--- config.mk ---
export PLATFORM = sky130hd
export DESIGN_NAME = bin_morph_3x3
export DESIGN_NICKNAME = d
export VERILOG_FILES = /design/src/rtl/bin_morph_3x3_pkg.sv /design/src/rtl/bin_morph_3x3_line_buf.sv /design/src/rtl/bin_morph_3x3.sv
export SDC_FILE = /design/constraint.sdc
export NUM_CORES = 2
export LEC_CHECK = 0
export ABC_AREA = 1
export CELL_PAD_IN_SITES_DETAIL_PLACEMENT = 1
export CELL_PAD_IN_SITES_GLOBAL_PLACEMENT = 2
export CORE_ASPECT_RATIO = 0.7
export CORE_UTILIZATION = 42
export DETAILED_ROUTE_END_ITERATION = 8
export PLACE_DENSITY_LB_ADDON = 0.1
export SYNTH_ARGS = -nofsm -noshare
export SYNTH_HDL_FRONTEND = slang
export SYNTH_SLANG_ARGS = --single-unit
--- constraint.sdc ---
create_clock -name clk -period 8.7 [get_ports clk]
set_clock_uncertainty 0.1 [all_clocks]
set_input_delay 0.87 -clock clk [delete_from_list [all_inputs] [get_ports clk]]
set_output_delay 0.87 -clock clk [all_outputs]
set_load 0.01 [all_outputs]
--- src/rtl/bin_morph_3x3_pkg.sv ---
// Shared VIP constants and helpers for the 3x3 binary morphology stage.
package bin_morph_3x3_pkg;

    localparam logic MORPH_ERODE  = 1'b0;
    localparam logic MORPH_DILATE = 1'b1;

    localparam int         ROW_W   = 16;
    localparam logic [7:0] PIX_ON  = 8'hFF;
    localparam logic [7:0] PIX_OFF = 8'h00;

    // Erosion keeps a pixel only if the whole window is set; dilation if any bit is set.
    function automatic logic morph_reduce(input logic [8:0] win, input logic mode);
        return (mode == MORPH_DILATE) ? (|win) : (&win);
    endfunction

endpackage

--- src/rtl/bin_morph_3x3_line_buf.sv ---
// One-bit-wide line store with a single shared address and registered, read-first output.
module bin_line_buf #(
    parameter int DEPTH = 640,
    parameter int AW    = $clog2(DEPTH)
) (
    input  logic          clk,
    input  logic          we,
    input  logic [AW-1:0] addr,
    input  logic          din,
    output logic          dout
);

    logic r_mem [DEPTH];

    always_ff @(posedge clk) begin
        if (we) begin
            r_mem[addr] <= din;
        end
        dout <= r_mem[addr];
    end

endmodule

--- src/rtl/bin_morph_3x3.sv ---
// 3x3 binary erosion/dilation over a 0/255 pixel stream; two buffered lines, 2-cycle latency.
module bin_morph_3x3
    import bin_morph_3x3_pkg::*;
#(
    parameter int IMG_WIDTH = 640,
    parameter int MODE      = 0
) (
    input  logic       clk,
    input  logic       rst,
    input  logic       pre_frame_vsync,
    input  logic       pre_frame_hsync,
    input  logic       pre_frame_de,
    input  logic [7:0] img_bin,
    output logic       post_frame_vsync,
    output logic       post_frame_hsync,
    output logic       post_frame_de,
    output logic [7:0] img_out
);

    localparam int              CW         = $clog2(IMG_WIDTH) + 1;
    localparam int              AW         = $clog2(IMG_WIDTH);
    localparam logic [CW-1:0]   LP_COL_MAX = CW'(IMG_WIDTH);
    localparam logic [CW-1:0]   LP_COL_TWO = CW'(2);
    localparam logic [ROW_W-1:0] LP_ROW_TWO = ROW_W'(2);
    localparam logic            LP_MODE    = (MODE != 0) ? MORPH_DILATE : MORPH_ERODE;

    logic             w_pix;
    logic             w_vs_rise;
    logic             w_de_fall;
    logic             w_col_ok;
    logic             w_shift;
    logic             w_keep;
    logic [AW-1:0]    w_addr;
    logic             w_sel;
    logic             w_we0;
    logic             w_we1;
    logic             w_dout0;
    logic             w_dout1;
    logic             w_unused;

    logic             r_de_d1;
    logic             r_vs_d1;
    logic [CW-1:0]    r_col;
    logic [ROW_W-1:0] r_row;
    logic [IMG_WIDTH-1:0] r_sel;

    logic             r_vld_p1;
    logic             r_keep_p1;
    logic             r_p_p1;
    logic             r_sel_p1;
    logic             r_vs_p1;
    logic             r_hs_p1;
    logic             r_de_p1;

    logic             w_a;
    logic             w_b;
    logic [2:0]       w_newcol;
    logic [8:0]       w_win;
    logic             w_res;
    logic [1:0][2:0]  r_win;

    assign w_pix     = img_bin[7];
    assign w_unused  = ^img_bin[6:0];
    assign w_vs_rise = pre_frame_vsync & ~r_vs_d1;
    assign w_de_fall = r_de_d1 & ~pre_frame_de;
    assign w_col_ok  = (r_col < LP_COL_MAX);
    assign w_shift   = pre_frame_de & w_col_ok & ~rst;
    assign w_keep    = pre_frame_de & w_col_ok & (r_row >= LP_ROW_TWO) & (r_col >= LP_COL_TWO);
    assign w_addr    = w_col_ok ? r_col[AW-1:0] : '0;

    // Column/row position of the incoming pixel.
    always_ff @(posedge clk) begin
        if (rst) begin
            r_col   <= '0;
            r_row   <= '0;
            r_de_d1 <= 1'b0;
            r_vs_d1 <= 1'b0;
        end else begin
            r_de_d1 <= pre_frame_de;
            r_vs_d1 <= pre_frame_vsync;
            if (pre_frame_de) begin
                if (r_col != LP_COL_MAX) begin
                    r_col <= r_col + CW'(1);
                end
            end else if (r_de_d1) begin
                r_col <= '0;
            end
            if (w_vs_rise) begin
                r_row <= '0;
            end else if (w_de_fall && (r_row != '1)) begin
                r_row <= r_row + ROW_W'(1);
            end
        end
    end

    // lb0/lb1 swap roles per column instead of copying row-1 into row-2: r_sel[c]=1 means
    // lb1 holds the newer line at c, so the new pixel overwrites the older buffer in the
    // same cycle both are read. This keeps every buffer access on a single address.
    assign w_sel = r_sel[w_addr];
    assign w_we0 = w_shift &  w_sel;
    assign w_we1 = w_shift & ~w_sel;

    always_ff @(posedge clk) begin
        if (w_shift) begin
            r_sel[w_addr] <= ~w_sel;
        end
    end

    bin_line_buf #(.DEPTH(IMG_WIDTH), .AW(AW)) lb0 (
        .clk  (clk),
        .we   (w_we0),
        .addr (w_addr),
        .din  (w_pix),
        .dout (w_dout0)
    );

    bin_line_buf #(.DEPTH(IMG_WIDTH), .AW(AW)) lb1 (
        .clk  (clk),
        .we   (w_we1),
        .addr (w_addr),
        .din  (w_pix),
        .dout (w_dout1)
    );

    // Stage 0 -> 1: buffer read issued above, pixel and framing captured.
    always_ff @(posedge clk) begin
        if (rst) begin
            r_vld_p1  <= 1'b0;
            r_keep_p1 <= 1'b0;
            r_p_p1    <= 1'b0;
            r_sel_p1  <= 1'b0;
            r_vs_p1   <= 1'b0;
            r_hs_p1   <= 1'b0;
            r_de_p1   <= 1'b0;
        end else begin
            r_vld_p1  <= w_shift;
            r_keep_p1 <= w_keep;
            r_p_p1    <= w_pix;
            r_sel_p1  <= w_sel;
            r_vs_p1   <= pre_frame_vsync;
            r_hs_p1   <= pre_frame_hsync;
            r_de_p1   <= pre_frame_de;
        end
    end

    assign w_b      = r_sel_p1 ? w_dout1 : w_dout0;
    assign w_a      = r_sel_p1 ? w_dout0 : w_dout1;
    assign w_newcol = {w_a, w_b, r_p_p1};
    assign w_win    = {r_win[0], r_win[1], w_newcol};
    assign w_res    = morph_reduce(w_win, LP_MODE);

    // Stage 1 -> 2: window shift and registered result.
    always_ff @(posedge clk) begin
        if (rst) begin
            r_win            <= '0;
            img_out          <= PIX_OFF;
            post_frame_vsync <= 1'b0;
            post_frame_hsync <= 1'b0;
            post_frame_de    <= 1'b0;
        end else begin
            if (r_vld_p1) begin
                r_win[0] <= r_win[1];
                r_win[1] <= w_newcol;
            end
            img_out          <= (r_keep_p1 && w_res) ? PIX_ON : PIX_OFF;
            post_frame_vsync <= r_vs_p1;
            post_frame_hsync <= r_hs_p1;
            post_frame_de    <= r_de_p1;
        end
    end

endmodule

Yosys cells after proc, flatten, opt, wreduce, memory -nomap -nowiden
Memories as Yosys holds them, arrays and structs flattened. A register that Yosys moved wholly into a read port is not among the register bits.
Cells that the tools add are included.
W data, S select, Z words.
{"block": "word_totals", "ff_bits": 691, "mem_bits_rw": 1280, "input_bits": 13, "out_inout_bits": 11, "mem_count": 2}
{"memory": "lb0.r_mem", "words": 640, "word_bits": 1, "read_ports": 1, "rd_ports_with_merged_regs": 1, "wr": 1, "line": "bin_morph_3x3_line_buf.sv:13", "rtl": "logic r_mem [DEPTH];"}
{"memory": "lb1.r_mem", "words": 640, "word_bits": 1, "read_ports": 1, "rd_ports_with_merged_regs": 1, "wr": 1, "line": "bin_morph_3x3_line_buf.sv:13"}
{"block": "classes", "addsub": 2, "n_lt_le_gt_ge": 5, "eq_ne": 3, "n_mux": 16, "bitwise": 12, "reduce_logical": 7}
{"cell": "$bwmux W640", "n": 1}
{"cell": "$mux W11", "n": 3}
{"cell": "$add A16 B1 Y16 const B", "n": 1}
{"cell": "$ge A16 B2 Y1 const B", "n": 1}
{"cell": "$ne A16 B16 Y1 const B", "n": 1}
{"cell": "$add A11 B1 Y11 const B", "n": 1}
{"cell": "$ge A11 B2 Y1 const B", "n": 1}
{"cell": "$lt A10 B11 Y1 const B", "n": 1}
{"cell": "$lt A11 B10 Y1 const B", "n": 1}
{"cell": "$ne A11 B10 Y1 const B", "n": 1}
{"cell": "$bmux W1 S10", "n": 1}
{"cell": "$demux W1 S10", "n": 1}
{"cell": "$ge A10 B1 Y1 const B", "n": 1}
{"cell": "$mux W10", "n": 1}
{"cell": "$reduce_and A9 Y1", "n": 1}
{"cell": "$and A1 B1 Y1", "n": 8}
{"cell": "$mux W1", "n": 8}
{"cell": "$mux W8", "n": 1}
{"cell": "$not A1 Y1", "n": 4}
{"cell": "$logic_and A1 B1 Y1", "n": 3}
{"cell": "$ne A2 B1 Y1 const B", "n": 1}
{"cell": "$reduce_and A2 Y1", "n": 1}
{"cell": "$reduce_bool A2 Y1", "n": 1}
{"cell": "$reduce_or A2 Y1", "n": 1}

Logic depth before layout (Yosys ltp)
{"block": "logic_depth", "ltp_word": 8, "ltp_mapped": 25, "ltp_nobuf": 21}

Cells and area by module
From an unflattened synthesis, not the netlist that was laid out.
{"block": "hier_totals", "hier_cells": 9822, "hier_area_um2": 91141.2}
{"module": "bin_line_buf", "instances": 2, "cells_per_inst": 3156, "area_per_inst_um2": 29296.8, "seq_area_each_um2": 19238.5}
{"module": "bin_morph_3x3", "instances": 1, "cells_per_inst": 3510, "area_per_inst_um2": 32547.5, "seq_area_each_um2": 20099.3}

Least setup slack after synthesis
OpenSTA, ideal clock, no wires.
{"block": "synth_path", "path_kind": "register to register", "start": "register r_col[8]", "end": "register r_sel[0] (data pin)", "setup_time_ns": 1.058, "t_arrival_ns": 6.456, "required_time_ns": 7.542, "slack_ns": 1.086, "path_stages_with_launch": 21, "period_less_slack_ns": 7.614, "cell_sequence": "dfxtp_1 > nor2_1 > nand2_2 > nand2_4 > buf_6 > buf_2 > nand2_1 > buf_2 > nand3_1 > nand2_1 > nor2_1 > nand2_1 > nand2_1 > nand2_1 > nor2_1 > nor2_1 > nor2_1 > nand3_1 > nand2_2 > buf_2 > buf_2"}
{"block": "synth_between", "elab_chain_len": 7, "word_cells_on_any_way": 11}
{"item": "from (decl)", "line": "bin_morph_3x3.sv:43", "rtl": "logic [CW-1:0] r_col;"}
{"item": "from (signal assigned)", "line": "bin_morph_3x3.sv:83", "rtl": "r_col <= r_col + CW'(1);"}
{"item": "$lt A11 B10 Y1", "line": "bin_morph_3x3.sv:66", "rtl": "assign w_col_ok = (r_col < LP_COL_MAX);"}
{"item": "$mux W10 *", "line": "bin_morph_3x3.sv:69", "rtl": "assign w_addr = w_col_ok ? r_col[AW-1:0] : '0;"}
{"item": "parallel branches: the longest is 4 deep, another holds $bmux W1 S10"}
{"item": "$bwmux W640 *", "line": "bin_morph_3x3.sv:105", "rtl": "r_sel[w_addr] <= ~w_sel;"}
{"item": "to (signal, indexed assignment)", "line": "bin_morph_3x3.sv:105"}
{"item": "to (decl)", "line": "bin_morph_3x3.sv:45", "rtl": "logic [IMG_WIDTH-1:0] r_sel;"}
Mark *: on every way between the ends. The select of a mux whose other input is x is not followed.
A chain may end at the register's enable or synchronous reset.

Worst setup path after layout
{"block": "layout_path", "start": "register r_col[8]", "end": "memory lb1.r_mem[221], enable pin"}
{"block": "layout_between", "elab_chain_len": 8, "word_cells_on_any_way": 10}
{"item": "$lt A11 B10 Y1", "line": "bin_morph_3x3.sv:66"}
{"item": "$mux W10", "line": "bin_morph_3x3.sv:69"}
{"item": "$bmux W1 S10", "line": "bin_morph_3x3.sv:99", "rtl": "assign w_sel = r_sel[w_addr];"}
{"item": "$mux W1 (not written as such)", "line": "bin_morph_3x3.sv:99"}
{"item": "$not A1 Y1", "line": "bin_morph_3x3.sv:101", "rtl": "assign w_we1 = w_shift & ~w_sel;"}
{"item": "$and A1 B1 Y1", "line": "bin_morph_3x3.sv:101"}
{"item": "$mux W1", "line": "bin_morph_3x3_line_buf.sv:16", "rtl": "if (we) begin"}
{"item": "$mux W1 (not written as such)", "line": "bin_morph_3x3_line_buf.sv:17", "rtl": "r_mem[addr] <= din;"}
{"item": "to (decl)", "line": "bin_morph_3x3_line_buf.sv:13"}
Parallel ways exist; a longest one is shown, timed or not. The select of a mux whose other input is x is not followed.

==> results.sh <==
export IMPL_synth_fa_ha_area_frac=0.000565
export IMPL_initial_utilization=0.424
export IMPL_ios=24
export IMPL_gp_congestion=0.850
export IMPL_clkTransAtPathRegs_ps=70
export IMPL_final_nets=8841
export IMPL_post_route_period_util=0.749
export IMPL_syn_inst=9007
export IMPL_layout_min_cycle_time_ps=6510
export IMPL_synth_area_leader_cell="edfxtp_1"
export IMPL_cts_resized_gates=0
export IMPL_vias=65200
export IMPL_area_growth_pct=10.6
export IMPL_ys_seq_area_frac=0.662
export IMPL_cts_root_buffer="clkbuf_16"
export IMPL_grt_max_degree=221
export IMPL_synthArstFlopShare=0
export IMPL_fp_row_count=140
export IMPL_cts_tree="built"
export IMPL_rsz0062_at_grt="no"
export IMPL_drive_gt1_frac=0.0634
export IMPL_synth_commonest_cells="2432 x nor2_1, 1920 x edfxtp_1, 1634 x nand2_1"
export IMPL_muxShareOfSynthArea=0
export IMPL_instances_no_fill=11700
export IMPL_wl_per_cell_microns=27.0
export IMPL_worst_slew_pin_slew_ps=1330
export IMPL_cts_hold_fix_buffers=0
export IMPL_synth_cell_area_sq_mm=0.0885
export IMPL_fp_dieW_microns=551
export IMPL_crit_type="reg -> reg"
export IMPL_power_density_mw_per_mm2=212
export IMPL_synth_top_cells_by_area="edfxtp_1 65%, nor2_1 10%, nand2_1 6.9%"
export IMPL_ir_drop_mv=0.171
export IMPL_syn_nets=9024
export IMPL_dp_cells=11400
export IMPL_synth_top_family_by_area="simple AND/OR/NAND/NOR gates"
export IMPL_final_util=0.469
export IMPL_via_per_inst=5.55
export IMPL_core_sq_mm=0.209
export IMPL_final_hold_viol_count=0
export IMPL_synthSimpleGateAreaFrac=0.225
export IMPL_crit_required_ps=9200
export IMPL_fin_tns_setup_ps=0
export IMPL_grt_total_usage=0.297
export IMPL_first_iter_violations=6799
export IMPL_endpoint_kind="flip-flop"
export IMPL_ys_types=45
export IMPL_slew_headroom=0.114
export IMPL_total_power_mw=20.8
export IMPL_drv_cap=0
export IMPL_wirelength_microns=317000
export IMPL_postRouteAntennaNets=0
export IMPL_die_h_microns=386
export IMPL_yosysMostFrequentCell="nor2_1"
export IMPL_htreeDepth=4
export IMPL_setup_worst_path_start_class="flip-flop"
export IMPL_synth_top_area_frac=0.651
export IMPL_post_dp_hpwl_microns=186000
export IMPL_cts_setup_buffers=0
export IMPL_synth_compound_area_frac=0.0424
export IMPL_hp_class="reg -> reg"
export IMPL_grt_pass1_wl_microns=458000
export IMPL_grt_pass1_vias=65600
export IMPL_drc_errors=0
export IMPL_grt_overflow_total=0
export IMPL_cp_arrival_ps=7020
export IMPL_fillCellCount=23100
export IMPL_dieArea_sq_mm=0.213
export IMPL_leakage_nw=32.5
export IMPL_synth_seq_cells=1966
export IMPL_drtPass1Iterations=6
export IMPL_status="completed"
export IMPL_drv_slew=0
export IMPL_clockBufferDepth=4
export IMPL_worstSkewPairLatency_ps=870
export IMPL_grt_antenna_before_repair=16
export IMPL_port_buffers=16
export IMPL_numCtsBuffers=208
export IMPL_fmax_mhz=154
export IMPL_syn_mean_instance_area_sq_um=9.83
export IMPL_setup_viol=0
export IMPL_synth_edf_count=1920
export IMPL_synth_xor_area_share=0
export IMPL_synthFlopType="edfxtp_1"
export IMPL_cts_sinks=1966
export IMPL_ys_warnings_count=0
export IMPL_worstPathMaxFanout=74
==> power by group <==
group	internal, mW	switching, mW
Combinational	0.324	1.30
Clock	4.84	3.82
Sequential	10.5	0.00916
==> registers in the layout (all words and copies together), names as in the netlist, 6 cells and up <==
signal / cells
r_win: 6
lb1.r_mem: 640
r_row: 16
r_col: 11
r_sel: 640
lb0.r_mem: 640
==> worst max-delay path, stage by stage, from the launching register on <==
cell	delay (ps)
dfxtp_1	370
nor2_1	130
nand2_2	190
nand2_8	640
nand2_1	820
nor2_4	530
buf_4	440
nand2_1	110
nor2_1	200
nor2_1	130
nand2_1	150
a21oi_1	130
nand3_1	150
nand3_1	140
nand3_1	290
nand2_8	310
inv_8	720
buf_12	390
nor2_1	100
==> cells in the final DEF, fill, tap and decap left out, drive strengths merged, types with 24 or more instances in the layout <==
| cell type | n |
|---|---|
| a21oi | 125 |
| a22oi | 231 |
| buf | 172 |
| clkbuf | 272 |
| clkinv | 98 |
| dfxtp | 46 |
| edfxtp | 1920 |
| inv | 955 |
| nand2 | 1640 |
| nand3 | 490 |
| nand3b | 60 |
| nand4 | 167 |
| nor2 | 2437 |
| o211ai | 24 |
| o21ai | 131 |
| or2 | 65 |
==> final cells by class <==
cell class              count  area [sq um]  share of cell area
flip-flops and latches   1966         58600               0.598
clock inverters            89           712             0.00727
diodes                      5          12.5            0.000128
inverters                 978          3710              0.0379
clock buffers             272          5590              0.0571
well taps                2769          3460              0.0354
repair buffers            187          2000              0.0204
multi-input cells        5483         23900               0.244
==> logic make-up (layout without fill, tap and decap cells) <==
family                   after synthesis  in the layout
AND/OR/NAND/NOR                     4897           4897
flip-flops                          1966           1966
buffers and inverters               1558           1526
AO/OA/AOI/OAI                        582            582
adder cells (fa/ha/maj)                4              4
other                                  0              5
==> metrics by stage <==
stage | area, sq um | setup WS [ps] | hold slack, ps
detailed placement | 91600 | 2330 | 315
finish | 97900 | 2190 | 326
global route | 97900 | 2120 | 350
floorplan | 88500 | 1090 | 288
CTS | 97900 | 2350 | 326
global placement | 91600 | 2330 | 293
==> routing by layer <==
layer	vias up	routed length, microns	global-route usage	part of all wire
li1	29300	-	-	-
met1	33300	147000	0.441	0.46
met2	2252	138000	0.451	0.44
met3	404	24300	0.0524	0.077
met4	2	7470	0.0716	0.024
met5	-	13	0	0.000041
==> path summary, 6_finish.rpt <==
| path | from | endpoint | slack, ps | cells after the start |
|---|---|---|---|---|
| min | r_hs_p1 | post_frame_hsync | 330 | 2 |
| max | r_col[8] | lb1.r_mem[221] | 2190 | 18 |
| max reg2reg | r_col[8] | lb1.r_mem[221] | 2190 | 18 |
| min reg2reg | r_hs_p1 | post_frame_hsync | 330 | 2 |
No activity file was read; power rests on OpenSTA's default activity.
